## src/rtl/phy_mgmt_if.sv

```systemverilog
// ---------------------------------------------------------------------------
// phy_mgmt_if
// Command/response bundle between a management client and phy_mgmt_ctrl.
//   cmdValidIn/cmdReadyOut : command handshake, accepted when both are high
//   cmdWriteIn             : 1 = write, 0 = read
//   cmdPhyAddrIn           : 5-bit PHY address
//   cmdRegAddrIn           : 5-bit register address
//   cmdWrDataIn            : 16-bit write data
//   rdDataOut              : 16-bit result of the last completed read
//   rdValidOut             : one-cycle pulse when a read completes
//   doneOut                : one-cycle pulse when any command completes
// Modports: slave (the controller), master (the client).
// ---------------------------------------------------------------------------
interface phy_mgmt_if;
  logic        cmdValidIn;
  logic        cmdReadyOut;
  logic        cmdWriteIn;
  logic [4:0]  cmdPhyAddrIn;
  logic [4:0]  cmdRegAddrIn;
  logic [15:0] cmdWrDataIn;
  logic [15:0] rdDataOut;
  logic        rdValidOut;
  logic        doneOut;

  modport slave (
    input  cmdValidIn, cmdWriteIn, cmdPhyAddrIn, cmdRegAddrIn, cmdWrDataIn,
    output cmdReadyOut, rdDataOut, rdValidOut, doneOut
  );

  modport master (
    output cmdValidIn, cmdWriteIn, cmdPhyAddrIn, cmdRegAddrIn, cmdWrDataIn,
    input  cmdReadyOut, rdDataOut, rdValidOut, doneOut
  );
endinterface

```

## src/rtl/phy_mgmt_ctrl.sv

```systemverilog
// ---------------------------------------------------------------------------
// phy_mgmt_ctrl
// Ethernet PHY management: sequences the PHY hardware reset after the clock
// generator locks, then runs clause-22 MDIO read/write frames on request.
// Ports:
//   clkIn, rstIn   : system clock, synchronous active-high reset
//   mmcmLockedIn   : clock generator locked; low restarts the reset sequence
//   intBIn/intOut  : async active-low PHY interrupt in, synchronized
//                    active-high interrupt out
//   phyRstBOut     : active-low PHY hardware reset
//   mdClkOut       : MDC
//   mdioOut/mdioOeOut/mdioIn : MDIO pad drive value, enable and input
//   phyReadyOut    : PHY out of reset and post-reset wait elapsed
//   cmdBus         : command/response bundle (phy_mgmt_if.slave)
// ---------------------------------------------------------------------------
module phy_mgmt_ctrl #(
  parameter int CLK_DIV         = 50,
  parameter int RST_HOLD_CYCLES = 2500000,
  parameter int RST_WAIT_CYCLES = 12500000
) (
  input  logic         clkIn,
  input  logic         rstIn,
  input  logic         mmcmLockedIn,
  input  logic         intBIn,
  output logic         phyRstBOut,
  output logic         mdClkOut,
  output logic         mdioOut,
  output logic         mdioOeOut,
  input  logic         mdioIn,
  output logic         phyReadyOut,
  output logic         intOut,
  phy_mgmt_if.slave    cmdBus
);

  localparam int              DIV_W     = $clog2(CLK_DIV);
  localparam logic [DIV_W-1:0] DIV_LAST = DIV_W'(CLK_DIV - 1);
  localparam logic [31:0]     HOLD_LAST = 32'(RST_HOLD_CYCLES - 1);
  localparam logic [31:0]     WAIT_LAST = 32'(RST_WAIT_CYCLES - 1);

  typedef enum logic [2:0] {RST_HOLD, RST_WAIT, IDLE, PREAMBLE, FRAME, DONE} state_t;

  state_t           state, nextState;
  logic [31:0]      rstCnt;
  logic [DIV_W-1:0] mdcCnt;
  logic [4:0]       bitCnt;
  logic [31:0]      frameSr;
  logic [15:0]      rdSr;
  logic             isRead;
  logic [1:0]       intSync;

  logic mdcTick, mdcFall, mdcRise, cmdAccept;

  // MDC toggles when the divider wraps; a toggle from high is a falling edge.
  assign mdcTick   = (mdcCnt == DIV_LAST);
  assign mdcFall   = mdcTick & mdClkOut;
  assign mdcRise   = mdcTick & ~mdClkOut;
  assign cmdAccept = cmdBus.cmdValidIn & cmdBus.cmdReadyOut;

  assign phyRstBOut         = (state != RST_HOLD);
  assign phyReadyOut        = (state != RST_HOLD) && (state != RST_WAIT);
  assign cmdBus.cmdReadyOut = (state == IDLE);
  assign cmdBus.doneOut     = (state == DONE);
  assign cmdBus.rdValidOut  = (state == DONE) && isRead;
  assign intOut             = ~intSync[1];

  always_ff @(posedge clkIn) begin
    if (rstIn) state <= RST_HOLD;
    else       state <= nextState;
  end

  always_comb begin
    nextState = state;
    if (!mmcmLockedIn) begin
      nextState = RST_HOLD;
    end else begin
      unique case (state)
        RST_HOLD: if (rstCnt == HOLD_LAST) nextState = RST_WAIT;
        RST_WAIT: if (rstCnt == WAIT_LAST) nextState = IDLE;
        IDLE:     if (cmdAccept) nextState = PREAMBLE;
        PREAMBLE: if (mdcFall && bitCnt == 5'd31) nextState = FRAME;
        FRAME:    if (mdcFall && bitCnt == 5'd31) nextState = DONE;
        DONE:     nextState = IDLE;
        default:  nextState = RST_HOLD;
      endcase
    end
  end

  // Control path: counters and pad drive.
  always_ff @(posedge clkIn) begin
    if (rstIn) begin
      rstCnt           <= '0;
      mdcCnt           <= '0;
      bitCnt           <= '0;
      mdClkOut         <= 1'b0;
      mdioOut          <= 1'b1;
      mdioOeOut        <= 1'b0;
      cmdBus.rdDataOut <= '0;
    end else if (!mmcmLockedIn) begin
      rstCnt    <= '0;
      mdcCnt    <= '0;
      bitCnt    <= '0;
      mdClkOut  <= 1'b0;
      mdioOut   <= 1'b1;
      mdioOeOut <= 1'b0;
    end else begin
      unique case (state)
        RST_HOLD, RST_WAIT: rstCnt <= (nextState != state) ? '0 : rstCnt + 32'd1;
        IDLE: begin
          mdcCnt    <= '0;
          bitCnt    <= '0;
          mdClkOut  <= 1'b0;
          mdioOut   <= 1'b1;
          mdioOeOut <= cmdAccept;
        end
        PREAMBLE, FRAME: begin
          mdcCnt <= mdcTick ? '0 : mdcCnt + DIV_W'(1);
          if (mdcTick) mdClkOut <= ~mdClkOut;
          if (mdcFall) begin
            bitCnt <= bitCnt + 5'd1;
            if (state == PREAMBLE) begin
              if (bitCnt == 5'd31) mdioOut <= frameSr[31];
            end else if (bitCnt == 5'd31) begin
              mdioOut   <= 1'b1;
              mdioOeOut <= 1'b0;
              if (isRead) cmdBus.rdDataOut <= rdSr;
            end else begin
              mdioOut <= frameSr[31];
              // Bit 13 ending means TA is next: release the line for reads.
              if (isRead && bitCnt >= 5'd13) mdioOeOut <= 1'b0;
            end
          end
        end
        default: ;
      endcase
    end
  end

  // Frame data: the outgoing shift register holds the next bit in [31].
  always_ff @(posedge clkIn) begin
    if (cmdAccept) begin
      isRead  <= ~cmdBus.cmdWriteIn;
      frameSr <= {2'b01,
                  cmdBus.cmdWriteIn ? 2'b01 : 2'b10,
                  cmdBus.cmdPhyAddrIn,
                  cmdBus.cmdRegAddrIn,
                  cmdBus.cmdWriteIn ? 2'b10 : 2'b11,
                  cmdBus.cmdWriteIn ? cmdBus.cmdWrDataIn : 16'hFFFF};
    end else if (mdcFall && (state == FRAME || (state == PREAMBLE && bitCnt == 5'd31))) begin
      frameSr <= {frameSr[30:0], 1'b1};
    end
    // Every frame bit is shifted in; the last 16 left are the read data.
    if (state == FRAME && mdcRise && isRead) rdSr <= {rdSr[14:0], mdioIn};
  end

  always_ff @(posedge clkIn) begin
    if (rstIn) intSync <= 2'b11;
    else       intSync <= {intSync[0], intBIn};
  end

endmodule
```

## src/flat_wrapper.sv

```systemverilog
// flat-port wrapper written by rule: the top's interface ports become plain ports
module phy_mgmt_ctrl_flat 
#(
  parameter int CLK_DIV         = 50,
  parameter int RST_HOLD_CYCLES = 2500000,
  parameter int RST_WAIT_CYCLES = 12500000
)
  (clkIn, rstIn, mmcmLockedIn, intBIn, phyRstBOut, mdClkOut, mdioOut, mdioOeOut, mdioIn, phyReadyOut, intOut, cmdBus_cmdValidIn, cmdBus_cmdWriteIn, cmdBus_cmdPhyAddrIn, cmdBus_cmdRegAddrIn, cmdBus_cmdWrDataIn, cmdBus_cmdReadyOut, cmdBus_rdDataOut, cmdBus_rdValidOut, cmdBus_doneOut);
  phy_mgmt_if cmdBus_i ();
  input  logic clkIn;
  input  logic rstIn;
  input  logic mmcmLockedIn;
  input  logic intBIn;
  output logic phyRstBOut;
  output logic mdClkOut;
  output logic mdioOut;
  output logic mdioOeOut;
  input  logic mdioIn;
  output logic phyReadyOut;
  output logic intOut;
  input wire logic [$bits(cmdBus_i.cmdValidIn)-1:0] cmdBus_cmdValidIn;
  input wire logic [$bits(cmdBus_i.cmdWriteIn)-1:0] cmdBus_cmdWriteIn;
  input wire logic [$bits(cmdBus_i.cmdPhyAddrIn)-1:0] cmdBus_cmdPhyAddrIn;
  input wire logic [$bits(cmdBus_i.cmdRegAddrIn)-1:0] cmdBus_cmdRegAddrIn;
  input wire logic [$bits(cmdBus_i.cmdWrDataIn)-1:0] cmdBus_cmdWrDataIn;
  output wire logic [$bits(cmdBus_i.cmdReadyOut)-1:0] cmdBus_cmdReadyOut;
  output wire logic [$bits(cmdBus_i.rdDataOut)-1:0] cmdBus_rdDataOut;
  output wire logic [$bits(cmdBus_i.rdValidOut)-1:0] cmdBus_rdValidOut;
  output wire logic [$bits(cmdBus_i.doneOut)-1:0] cmdBus_doneOut;
  assign cmdBus_i.cmdValidIn = cmdBus_cmdValidIn;
  assign cmdBus_i.cmdWriteIn = cmdBus_cmdWriteIn;
  assign cmdBus_i.cmdPhyAddrIn = cmdBus_cmdPhyAddrIn;
  assign cmdBus_i.cmdRegAddrIn = cmdBus_cmdRegAddrIn;
  assign cmdBus_i.cmdWrDataIn = cmdBus_cmdWrDataIn;
  assign cmdBus_cmdReadyOut = cmdBus_i.cmdReadyOut;
  assign cmdBus_rdDataOut = cmdBus_i.rdDataOut;
  assign cmdBus_rdValidOut = cmdBus_i.rdValidOut;
  assign cmdBus_doneOut = cmdBus_i.doneOut;
  phy_mgmt_ctrl #(.CLK_DIV(CLK_DIV), .RST_HOLD_CYCLES(RST_HOLD_CYCLES), .RST_WAIT_CYCLES(RST_WAIT_CYCLES)) u_core (.clkIn(clkIn), .rstIn(rstIn), .mmcmLockedIn(mmcmLockedIn), .intBIn(intBIn), .phyRstBOut(phyRstBOut), .mdClkOut(mdClkOut), .mdioOut(mdioOut), .mdioOeOut(mdioOeOut), .mdioIn(mdioIn), .phyReadyOut(phyReadyOut), .intOut(intOut), .cmdBus(cmdBus_i));
endmodule
```

## config.mk

```make
export PLATFORM = sky130hd
export DESIGN_NAME = phy_mgmt_ctrl_flat
export DESIGN_NICKNAME = d
export VERILOG_FILES = /design/src/rtl/phy_mgmt_if.sv /design/src/rtl/phy_mgmt_ctrl.sv /design/src/flat_wrapper.sv
export SDC_FILE = /design/constraint.sdc
export NUM_CORES = 1
export LEC_CHECK = 0
export CAP_MARGIN = 20
export CORE_MARGIN = 4
export CORE_UTILIZATION = 38
export CTS_CLUSTER_DIAMETER = 200
export DETAILED_ROUTE_END_ITERATION = 10
export HOLD_SLACK_MARGIN = 0.05
export MAX_ROUTING_LAYER = met4
export PLACE_DENSITY = 0.65
export SLEW_MARGIN = 0
export SYNTH_ARGS = -nofsm -noshare
export SYNTH_HDL_FRONTEND = slang
export SYNTH_SLANG_ARGS = --single-unit
```

## constraint.sdc

```tcl
create_clock -name clkIn -period 4.05 [get_ports clkIn]
set_input_delay 0.405 -clock clkIn [delete_from_list [all_inputs] [get_ports clkIn]]
set_output_delay 0.405 -clock clkIn [all_outputs]
set_load 0.005 [all_outputs]
```

==> reports/metrics.cfg <==
[run_status]
status = completed

[routing]
vias = 3841
wl_per_cell_um = 13.19
drtPass1Iterations = 4
wl_um = 10160
drc = 0
drt_first_iter_violations = 243
vias_per_cell = 4.988
final_antenna_net_count = 0

[sta]
drv_slew = 0
finClkSkew_ns = 0.01070
worst_pin_slew_ns = 1.002
finalHoldWorstSlack_ns = 0.4202
fin_crit_sh_pct = 65.77
fin_crit_ns = 2.664
setup_viol = 0
fin_ws_ns = 1.386
relSlewSlack_pct = 33.08
rsz0062_at_grt = no
finalHoldViolCount = 0
finalSetupTns_ns = 0
fmax_mhz = 375.4

[yosys]
ys.flop_type = dfxtp_1
yosysTopAreaCell = edfxtp_1
syn_area_um2 = 4980
ys_async_sr_fraction_pct = 0
synth_top_family_by_area = simple AND/OR/NAND/NOR gates
synth_xor_area_share_pct = 5.628
yosysWarnings = 0
yosys-top-cells-area = edfxtp_1 (28%), dfxtp_1 (28%), nand2_1 (8.7%), nor2_1 (4.4%), xor2_1 (4.0%)
synthSimpleGateAreaFrac_pct = 24.85
seq_area_frac_synth_pct = 56.08
syn-num-nets = 561
ys_ff_latch = 116
synth_edf_count = 47
syn_inst = 522
synth_commonest_cells = nand2_1 (115), dfxtp_1 (69), nor2_1 (59)
netlist-cell-type-count = 45
synth_area_per_cell_um2 = 9.540
post-synth-top-count-cell = nand2_1
synthDominantCellAreaShare_pct = 28.34
synth_fa_ha_area_share_pct = 1.508
muxShareOfSynthArea_pct = 1.005
synth_compound_area_share_pct = 8.392

[clock_tree]
htree_levels = 4
clockRootBuffer = clkbuf_16
cts_sinks = 116
cts_buffers = 17
cts_tree = built
clk-insertion-delay-late_ns = 0.41
clock_path_buffers = 2
postCtsSetupBuffers = 0
cts_resized = 0
clk_pin_slew_ns = 0.05
holdBufCountCts = 0

[setup_path]
r2r_cells = 4
path_class = flip-flop to primary output
arrival_ns = 2.26
start_kind = flip-flop
critPathMaxFanout = 11
r2r_start = u_core.mdcCnt[0]
reg2reg_slack_ns = 1.45
required_ns = 3.64
timing.rr.end = u_core.rdSr[6]
crit_path_end_kind = primary output

[floorplan]
rows = 41
initial_core_util_pct = 39.14
die-area_um2 = 15000
ios = 58
die_w_um = 122.5
core-area_um2 = 12720
die_h_um = 122.5

[job]
drv_cap = 0

[grt]
grt_pass1_vias = 3817
grt.total_usage_pct = 15.22
grt_max_degree = 31
grt-ovfl-total = 0
grt_pass1_wl_um = 17590
antenna_found_initial = 0

[cells_and_area]
num_antenna_cells = 0
area_growth_pct = 28.42
final_core_util_pct = 50.27
n_fill_cell = 1240
instances_no_fill = 770
fin_area_um2 = 6395
drive_gt1_share_pct = 7.860
nNetsFinal = 624

[power_and_ir_drop]
power.total_mw = 2.899
vdd_drop_max_mv = 0.1990
power.density_nw_per_um2 = 453.4
power_leakage_nw = 2.293

[place]
pre_cts_ws_ns = 1.387
hpwl_um = 6900
io_buffers = 57
gp_congestion = 0.8405
dpl_cell_area_um2 = 5737
dp.cells = 738

[hold_path]
hold_end = u_core.intSync[1]
min_from = u_core.intSync[0]
hold_depth = 1
hold_path.class = flip-flop to flip-flop

## critical path, stage by stage, from the launching register on
cell             delay (ns)
dfxtp_1                0.51
nor2b_1                0.48
nand2b_1               0.21
inv_1                  0.13
clkdlybuf4s50_1        0.51
## cell usage in the layout, fill, tap and decap left out, types with 7 or more instances in the layout
cell type	count
edfxtp_1	47
and3_1	10
nand2_1	115
nand3_1	21
nor2_1	59
o21ai_0	31
a21oi_1	29
xnor2_1	9
clkdlybuf4s50_1	57
dfxtp_1	69
clkbuf_16	17
nand4_1	9
xor2_1	23
nor4_1	7
inv_1	10
## routing by layer
metal  vias up  wire (um)  global-route usage [%]
li1       1932          -                       -
met1      1811       4800                   18.99
met2        82       4591                   22.57
met3        16        577                   4.793
met4         0        190                   7.068
met5         -          0                       -
## worst max path at each step
stage | from | slack (ns) | to
after detailed placement | u_core.mdcCnt[0] | 1.39 | u_core.rdSr[7]
after global routing | u_core.state[2] | 1.12 | u_core.frameSr[6]
after CTS | u_core.state[1] | 1.39 | cmdBus_cmdReadyOut
final | u_core.state[1] | 1.39 | cmdBus_cmdReadyOut
after floorplan | u_core.state[1] | 0.32 | u_core.frameSr[0]
after global placement | u_core.mdcCnt[0] | 1.47 | u_core.rdSr[7]
## logic make-up after synthesis
family                   count (synthesis)
AND/OR/NAND/NOR                        259
flip-flops                             116
AO/OA/AOI/OAI                           75
XOR/XNOR                                32
buffers and inverters                   29
adder cells (fa/ha/maj)                  6
multiplexers                             5
## report_power, final
part | switching (mW) | internal (mW)
clock network | 0.506 | 1.13
logic | 0.0217 | 0.0319
registers | 0.00155 | 1.21
## cell type report
class | count | area, um^2 | area share (%)
clock buffer | 25 | 515.5 | 8.061
clock inverter | 7 | 142.6 | 2.230
inverter | 11 | 41.29 | 0.6457
multi-input combinational | 377 | 2079 | 32.52
sequential | 116 | 2793 | 43.67
tap | 172 | 215.2 | 3.365
timing repair buffer | 62 | 608.1 | 9.509
## flip-flops by register name, indices dropped and copies added, names as in the netlist
name and flops:
u_core.bitCnt 5, u_core.cmdBus.rdDataOut 16, u_core.frameSr 32, u_core.intSync 2, u_core.isRead 1, u_core.mdClkOut 1
u_core.mdcCnt 6, u_core.mdioOeOut 1, u_core.mdioOut 1, u_core.rdSr 16, u_core.rstCnt 32, u_core.state 3
Note: power is estimated with default switching activity, not from simulation.
